<file path="config.mk">
export PLATFORM = sky130hd
export DESIGN_NAME = eprisc_ttl_transmitter
export DESIGN_NICKNAME = d
export VERILOG_FILES = /design/src/rtl/eprisc_ttl_transmitter.sv
export SDC_FILE = /design/constraint.sdc
export NUM_CORES = 1
export LEC_CHECK = 0
export CAP_MARGIN = 20
export CELL_PAD_IN_SITES_DETAIL_PLACEMENT = 0
export CELL_PAD_IN_SITES_GLOBAL_PLACEMENT = 1
export CORE_UTILIZATION = 45
export CTS_CLUSTER_SIZE = 25
export DETAILED_ROUTE_END_ITERATION = 10
export PLACE_DENSITY_LB_ADDON = 0.1
export SLEW_MARGIN = 20
export SYNTH_ARGS = -nofsm -noshare
export SYNTH_HDL_FRONTEND = slang
export SYNTH_SLANG_ARGS = --single-unit
</file>
<file path="constraint.sdc">
create_clock -name iBoardClock -period 3.7 [get_ports iBoardClock]
set_clock_uncertainty 0.2 [all_clocks]
set_input_delay 0.74 -clock iBoardClock [delete_from_list [all_inputs] [get_ports iBoardClock]]
set_output_delay 0.74 -clock iBoardClock [all_outputs]
set_load 0.005 [all_outputs]
</file>
<file path="src/rtl/eprisc_ttl_transmitter.sv">
// Queued 8-bit TTL serial transmitter: byte FIFO feeding an 8N1 framer.
// Define TTL_TX_PARITY_EN to add an even-parity bit (8E1 framing).
module eprisc_ttl_transmitter #(
    parameter int CLOCKS_PER_BIT = 256,
    parameter int FIFO_DEPTH     = 4
) (
    input  logic       iBoardClock,
    input  logic       iBoardReset,
    input  logic [7:0] iData,
    input  logic       iValid,
    output logic       oReady,
    output logic       oBusy,
    output logic       oTTLSerialTX
);
    localparam int BAUD_W = $clog2(CLOCKS_PER_BIT);
    localparam int PTR_W  = $clog2(FIFO_DEPTH);
    localparam int CNT_W  = $clog2(FIFO_DEPTH + 1);
    localparam logic [BAUD_W-1:0] BAUD_LAST = BAUD_W'(CLOCKS_PER_BIT - 1);
    localparam logic [CNT_W-1:0]  CNT_FULL  = CNT_W'(FIFO_DEPTH);

    typedef enum logic [2:0] {
        S_IDLE   = 3'd0,
        S_START  = 3'd1,
        S_DATA   = 3'd2,
`ifdef TTL_TX_PARITY_EN
        S_PARITY = 3'd3,
`endif
        S_STOP   = 3'd4
    } state_t;

    // transmit queue
    logic [7:0]       r_mem [FIFO_DEPTH];
    logic [PTR_W-1:0] r_wr_ptr;
    logic [PTR_W-1:0] r_rd_ptr;
    logic [CNT_W-1:0] r_count;
    logic             w_ready;
    logic             w_empty;
    logic             w_push;
    logic             w_pop;
    logic [7:0]       w_head;

    // framer
    state_t            r_state;
    state_t            w_state_next;
    logic [BAUD_W-1:0] r_baud;
    logic [BAUD_W-1:0] w_baud_next;
    logic [2:0]        r_bit;
    logic [2:0]        w_bit_next;
    logic [7:0]        r_shift;
    logic [7:0]        w_shift_next;
    logic              r_tx;
    logic              w_tx_next;
    logic              w_baud_end;
`ifdef TTL_TX_PARITY_EN
    logic              r_parity;
`endif

    assign w_ready = (r_count != CNT_FULL);
    assign w_empty = (r_count == '0);
    assign w_push  = iValid && w_ready;
    assign w_head  = r_mem[r_rd_ptr];

    always_ff @(posedge iBoardClock) begin
        if (w_push) begin
            r_mem[r_wr_ptr] <= iData;
        end
    end

    // Depth is a power of two, so the pointers wrap naturally.
    always_ff @(posedge iBoardClock) begin
        if (iBoardReset) begin
            r_wr_ptr <= '0;
            r_rd_ptr <= '0;
            r_count  <= '0;
        end else begin
            if (w_push) begin
                r_wr_ptr <= r_wr_ptr + PTR_W'(1);
            end
            if (w_pop) begin
                r_rd_ptr <= r_rd_ptr + PTR_W'(1);
            end
            case ({w_push, w_pop})
                2'b10:   r_count <= r_count + CNT_W'(1);
                2'b01:   r_count <= r_count - CNT_W'(1);
                default: r_count <= r_count;
            endcase
        end
    end

    assign w_baud_end = (r_baud == BAUD_LAST);

    always_comb begin
        w_state_next = r_state;
        w_baud_next  = r_baud + BAUD_W'(1);
        w_bit_next   = r_bit;
        w_shift_next = r_shift;
        w_pop        = 1'b0;
        case (r_state)
            S_IDLE: begin
                w_baud_next = '0;
                if (!w_empty) begin
                    w_pop        = 1'b1;
                    w_shift_next = w_head;
                    w_state_next = S_START;
                end
            end
            S_START: begin
                if (w_baud_end) begin
                    w_baud_next  = '0;
                    w_bit_next   = '0;
                    w_state_next = S_DATA;
                end
            end
            S_DATA: begin
                if (w_baud_end) begin
                    w_baud_next = '0;
                    if (r_bit == 3'd7) begin
`ifdef TTL_TX_PARITY_EN
                        w_state_next = S_PARITY;
`else
                        w_state_next = S_STOP;
`endif
                    end else begin
                        w_bit_next   = r_bit + 3'd1;
                        w_shift_next = {1'b0, r_shift[7:1]};
                    end
                end
            end
`ifdef TTL_TX_PARITY_EN
            S_PARITY: begin
                if (w_baud_end) begin
                    w_baud_next  = '0;
                    w_state_next = S_STOP;
                end
            end
`endif
            S_STOP: begin
                if (w_baud_end) begin
                    w_baud_next = '0;
                    // Chain straight into the next frame with no idle bit.
                    if (!w_empty) begin
                        w_pop        = 1'b1;
                        w_shift_next = w_head;
                        w_state_next = S_START;
                    end else begin
                        w_state_next = S_IDLE;
                    end
                end
            end
            default: begin
                w_baud_next  = '0;
                w_state_next = S_IDLE;
            end
        endcase
    end

    // Line level is computed from the next state so it switches on the transition edge.
    always_comb begin
        w_tx_next = 1'b1;
        case (w_state_next)
            S_START:  w_tx_next = 1'b0;
            S_DATA:   w_tx_next = w_shift_next[0];
`ifdef TTL_TX_PARITY_EN
            S_PARITY: w_tx_next = r_parity;
`endif
            default:  w_tx_next = 1'b1;
        endcase
    end

    always_ff @(posedge iBoardClock) begin
        if (iBoardReset) begin
            r_state <= S_IDLE;
            r_baud  <= '0;
            r_bit   <= '0;
            r_shift <= '0;
            r_tx    <= 1'b1;
        end else begin
            r_state <= w_state_next;
            r_baud  <= w_baud_next;
            r_bit   <= w_bit_next;
            r_shift <= w_shift_next;
            r_tx    <= w_tx_next;
        end
    end

`ifdef TTL_TX_PARITY_EN
    // Parity is latched from the whole byte at load time, before shifting starts.
    always_ff @(posedge iBoardClock) begin
        if (iBoardReset) begin
            r_parity <= 1'b0;
        end else if (w_pop) begin
            r_parity <= ^w_head;
        end
    end
`endif

    assign oReady       = w_ready;
    assign oBusy        = (r_state != S_IDLE) || !w_empty;
    assign oTTLSerialTX = r_tx;

endmodule

</file>
# Yosys cells after proc, flatten, opt, wreduce, memory -nomap -nowiden

Memories as Yosys holds them, arrays and structs flattened. A register that Yosys moved wholly into a read port is not among the register bits.
Index checks and enable logic that the tools add are counted.

$add $sub $neg: 6
Mux-type cells: 25
Magnitude comparators: 0
Bitwise operators: 1
Equal/unequal tests: 14
Divide/modulo/power cells: 0
Reduce and logical (&&, ||, !) cells: 13
Shift-type cells: 0
Multiply operators: 0

Operator list:

| operator              | number |
|---|---|
| $mux W8               | 4 |
| $mux W3               | 8 |
| $pmux W8 S3           | 1 |
| $pmux W3 S2           | 2 |
| $pmux W3 S4           | 1 |
| $add A8 B1 Y8 const B | 1 |
| $eq A8 B8 Y1 const B  | 1 |
| $ne A2 B2 Y1 const B  | 4 |
| $reduce_and A4 Y1     | 2 |
| $add A3 B1 Y3 const B | 2 |
| $eq A3 B1 Y1 const B  | 2 |
| $eq A3 B2 Y1 const B  | 2 |
| $eq A3 B3 Y1 const B  | 2 |
| $logic_not A3 Y1      | 2 |
| $reduce_bool A3 Y1    | 2 |
| $reduce_or A3 Y1      | 2 |
| $mux W1               | 5 |
| $add A2 B1 Y2 const B | 2 |
| $mux W2               | 2 |
| $pmux W1 S2           | 2 |
| $reduce_bool A2 Y1    | 2 |
| $ne A3 B3 Y1 const B  | 1 |
| $sub A3 B1 Y3 const B | 1 |
| $eq A2 B1 Y1 const B  | 1 |
| 5 further kinds       | 5 |

Bits in read-only memories: 0
Latch bits: 0
Output and inout port bits: 3
RAM bits: 32
Word-level logic and storage cells: 69
Flip-flop bits (word level): 30
Memories: 1

Memories:

| name  | words | bits a word | read ports | clocked after memory_dff | wr ports | line | source |
|---|---|---|---|---|---|---|---|
| r_mem | 4     | 8           | 1          | 1                        | 1        | 32   | `logic [7:0] r_mem [FIFO_DEPTH];` |

# Longest topological paths before layout

Depth after elaboration: 6
Gate-level depth with buffers: 10
Mapped depth without buffers: 10

# Least setup slack after synthesis

Ideal clock, no wire load.

Path kind: register to register
From: register r_baud[0]
To: register r_count[2]
Buffers on the path: 0
Period minus slack after synthesis: 2.503 ns
Data required time: 3.430 ns
Library setup time: 0.070 ns
Slack: 1.197 ns
Data arrival time: 2.232 ns
Cell stages (with the launch flop): 11
Path through: dfxtp_1 ha_1 and4_1 a21oi_1 nor2_1 ha_1 inv_1 fa_1 xor2_1 or3_1 a21oi_1

Longest elaborated chain between the ends: 5

Ends and longest elaborated chain:

| element                                                  | line | source |
|---|---|---|
| from (decl)                                              | 45   | `logic [BAUD_W-1:0] r_baud;` |
| from (signal assigned)                                   | 179  | `r_baud <= w_baud_next;` |
| $eq A8 B8 Y1 *                                           | 90   | `assign w_baud_end = (r_baud == BAUD_LAST);` |
| $mux W1 *                                                | 138  | `if (w_baud_end) begin` |
| $pmux W1 S2 *                                            | 98   | `case (r_state)` |
| via w_pop                                                | 39   | `logic w_pop;` |
| $eq A2 B1 Y1 / $eq A2 B2 Y1 (equally long branches)      | 82   | `case ({w_push, w_pop})` |
| $pmux W3 S2 / $reduce_bool A2 Y1 (equally long branches) | -    |  |
| to (signal assigned)                                     | 83   | `2'b10: r_count <= r_count + CNT_W'(1);` |
| to (signal assigned)                                     | 84   | `2'b01: r_count <= r_count - CNT_W'(1);` |
| to (signal assigned)                                     | 85   | `default: r_count <= r_count;` |
| to (decl)                                                | 35   | `logic [CNT_W-1:0] r_count;` |

The timed path passes the listed nets; every way through them passes the cells marked *.
A chain may end at the register's enable or synchronous reset.

# Worst setup path in the final report

From: register r_count[0]
To: output port oBusy

Longest elaborated chain between the ends: 3

Ends and longest elaborated chain:

| element            | line | source |
|---|---|---|
| $logic_not A3 Y1   | 59   | `assign w_empty = (r_count == '0);` |
| $logic_not A1 Y1   | 198  | `assign oBusy = (r_state != S_IDLE) \|\| !w_empty;` |
| $logic_or A1 B1 Y1 | 198  |  |
| to (decl)          | 12   | `output logic oBusy,` |

No other way between the ends.

==> impl_metrics.env <==
export IMPL_rsz0062_at_grt="false"
export IMPL_numPortBuffers=13
export IMPL_dieWidth_um=81.6
export IMPL_drc=0
export IMPL_endpoint_kind="output port"
export IMPL_grt_pass1_wl_um=8580
export IMPL_grt_usage=0.179
export IMPL_vias=1845
export IMPL_path_cells="nor3_1 -> nand3_1 -> clkdlybuf4s50_1"
export IMPL_nets=272
export IMPL_totalWireLength_um=5080
export IMPL_finalCritPeriodShare=0.758
export IMPL_grt_max_degree=25
export IMPL_antenna_found_initial=0
export IMPL_vdd_ir_drop_max_mv=0.380
export IMPL_cts_hold_buf=0
export IMPL_core_area_sq_um=6030
export IMPL_critPathSlowestCell="nor3_1"
export IMPL_rows=28
export IMPL_routedWlPerCell_um=15.3
export IMPL_drv_slew=0
export IMPL_seq_area_sq_um=1600
export IMPL_async_flop_share=0
export IMPL_ys_seq_area_frac=0.561
export IMPL_seq_power_share=0.428
export IMPL_fp_dieArea_sq_um=6660
export IMPL_p_comb_frac=0.272
export IMPL_status="finished clean"
export IMPL_worstMarginPinSlew_ns=0.608
export IMPL_hold_path_class="register to register"
export IMPL_finalInstanceArea_sq_um=3270
export IMPL_hold_viol_final=0
export IMPL_ioPinCount=14
export IMPL_swShare=0.320
export IMPL_leakage_nw=1.14
export IMPL_synth_seq_cells=64
export IMPL_grt_pass1_vias=1760
export IMPL_cpPeakStageDelay_ns=0.51
export IMPL_die_h_um=81.6
export IMPL_first_iter_violations=61
export IMPL_clkSinkCount=64
export IMPL_post_cts_buffers=0
export IMPL_p_int_mw=1.55
export IMPL_grt_overflow=0
export IMPL_setup_violations=0
export IMPL_dpl_hpwl_um=3540
export IMPL_routed_via_density=5.56
export IMPL_yosysWarnings=0
export IMPL_synth_distinct_cells=49
export IMPL_netlist_top_cell_by_area="edfxtp_1"
export IMPL_multi_input_area_sq_um=1140
export IMPL_setup_tns_ns=0
export IMPL_cp_arrival_ns=1.87
export IMPL_synthCells=236
export IMPL_cts_path_max_buffers=2
export IMPL_synthToLayoutAreaGrowth_pct=14.5
export IMPL_placedInstanceArea_sq_um=3040
export IMPL_power_density_nw_per_um2=696
export IMPL_clkTransAtPathRegs_ns=0.08
export IMPL_cp_required_ns=2.76
export IMPL_synth_edf_count=32
export IMPL_fin_crit_ns=2.81
export IMPL_ctsHtreeMaxLevel=3
export IMPL_cts_root_buffer="clkbuf_8"
export IMPL_cts_tree="done"
export IMPL_clk_latency_ns=0.35
export IMPL_syn_avg_cell_area_sq_um=12.1
export IMPL_postCtsResizedCells=0
export IMPL_synth_nets=256
export IMPL_crit_fanout=5
export IMPL_worst_setup_path_type="register to output port"
export IMPL_nFillCells=522
export IMPL_yosys_top_cells_area="edfxtp_1 34%, dfxtp_1 22%, mux4_2 6.3%"
export IMPL_cts_buffers=9
export IMPL_drive_above_1_share=0.136
export IMPL_first_pass_iters=4
export IMPL_maxCapViolCount=0
export IMPL_clkPwrFrac=0.300
export IMPL_gp_congestion=0.768
export IMPL_p_switching_mw=0.727
export IMPL_ys_flop_type="edfxtp_1"
export IMPL_crit_path_start_kind="register"
export IMPL_fmax_mhz=356
export IMPL_start_util=0.473
export IMPL_yosys_top_cells_count="32 x dfxtp_1, 32 x edfxtp_1, 18 x nor2_1, 16 x inv_1, 13 x nand2_1"
export IMPL_maxSlewHeadroom=0.593
export IMPL_synth_area_sq_um=2850
export IMPL_netlist_area_leader_share=0.337
export IMPL_postRouteAntennaNets=0
export IMPL_antenna_cells=0
-- final cells by class --
type,instances,area share
clock buffers,9,0.0379
clock inverters,7,0.0318
flip-flops and latches,64,0.490
multi-input cells,147,0.351
repair buffers,14,0.0421
inverters,16,0.0184
well taps,75,0.0287
-- cell usage in the layout, fill, tap and decap left out, types with 3 or more instances in the layout --
cell type        instances
inv_1                   16
a31oi_1                  5
nand2b_1                 4
dfxtp_1                 32
a21oi_1                  9
or3_1                    3
nor3_1                   3
clkbuf_8                 9
clkinv_4                 3
a221o_1                  5
mux4_2                   8
ha_1                     8
nand3_1                  6
xor2_1                   8
edfxtp_1                32
clkdlybuf4s50_1         13
and3_1                   8
nor2_1                  18
a211oi_1                 6
nand2_1                 13
o21ai_0                  9
-- through the flow --
stage,std cells,utilization,hold WS [ns],setup slack (ns),power (mW)
detailed placement,316,0.504,0.260,0.762,1.61
floorplan,236,-,0.226,1.20,1.44
global placement,316,0.504,0.242,0.810,1.61
CTS,332,0.542,0.278,0.877,2.29
finish,332,0.542,0.267,0.894,2.27
global route,332,0.542,0.296,0.659,2.43
-- flip-flops by register name (all words and copies together), names as in the netlist, named ones only --
name and flops:
r_mem 32, r_baud 8, r_shift 8, r_bit 3, r_count 3, r_state 3, r_rd_ptr 2, r_wr_ptr 2
oTTLSerialTX 1
-- worst paths after layout --
path | from | slack [ns] | endpoint | cells past startpoint
max | r_count[0]$_SDFFE_PP0P_ | 0.89 | oBusy | 3
min | r_baud[0]$_SDFF_PP0_ | 0.27 | r_baud[0]$_SDFF_PP0_ | 1
max reg2reg | r_baud[0]$_SDFF_PP0_ | 0.94 | r_count[2]$_SDFFE_PP0P_ | 10
min reg2reg | r_baud[0]$_SDFF_PP0_ | 0.27 | r_baud[0]$_SDFF_PP0_ | 1
-- power groups by stage --
| stage | Sequential, mW | Combinational, mW | Clock (mW) |
|---|---|---|---|
| detailed placement | 0.991 | 0.616 | 0 |
| global placement | 0.988 | 0.618 | 0 |
| CTS | 0.975 | 0.620 | 0.695 |
| global route | 0.998 | 0.704 | 0.725 |
| floorplan | 0.929 | 0.509 | 0 |
| finish | 0.973 | 0.617 | 0.682 |
-- worst max-delay path, delay by kind of cell (launching register included) --
kind	cells	cell delay [ns]
flops	1	0.35
simple gates	2	0.69
buf+inv	1	0.48
-- metal layers --
metal  routed length, um  up-vias  track usage
li1                    -      924            -
met1                2450      874        0.237
met2                2290       40        0.270
met3                 261        7       0.0611
met4                  70        0       0.0719
met5                   0        -            0
-- cell families after synthesis --
family,synth area share
adders and majority gates,0.0421
DFF,0.561
buffers and inverters,0.0373
AOI/OAI and AO/OA,0.132
and+or+nand+nor,0.134
xor gates and xnor gates,0.0307
muxes,0.0632
(Power assumes the default switching activity.)
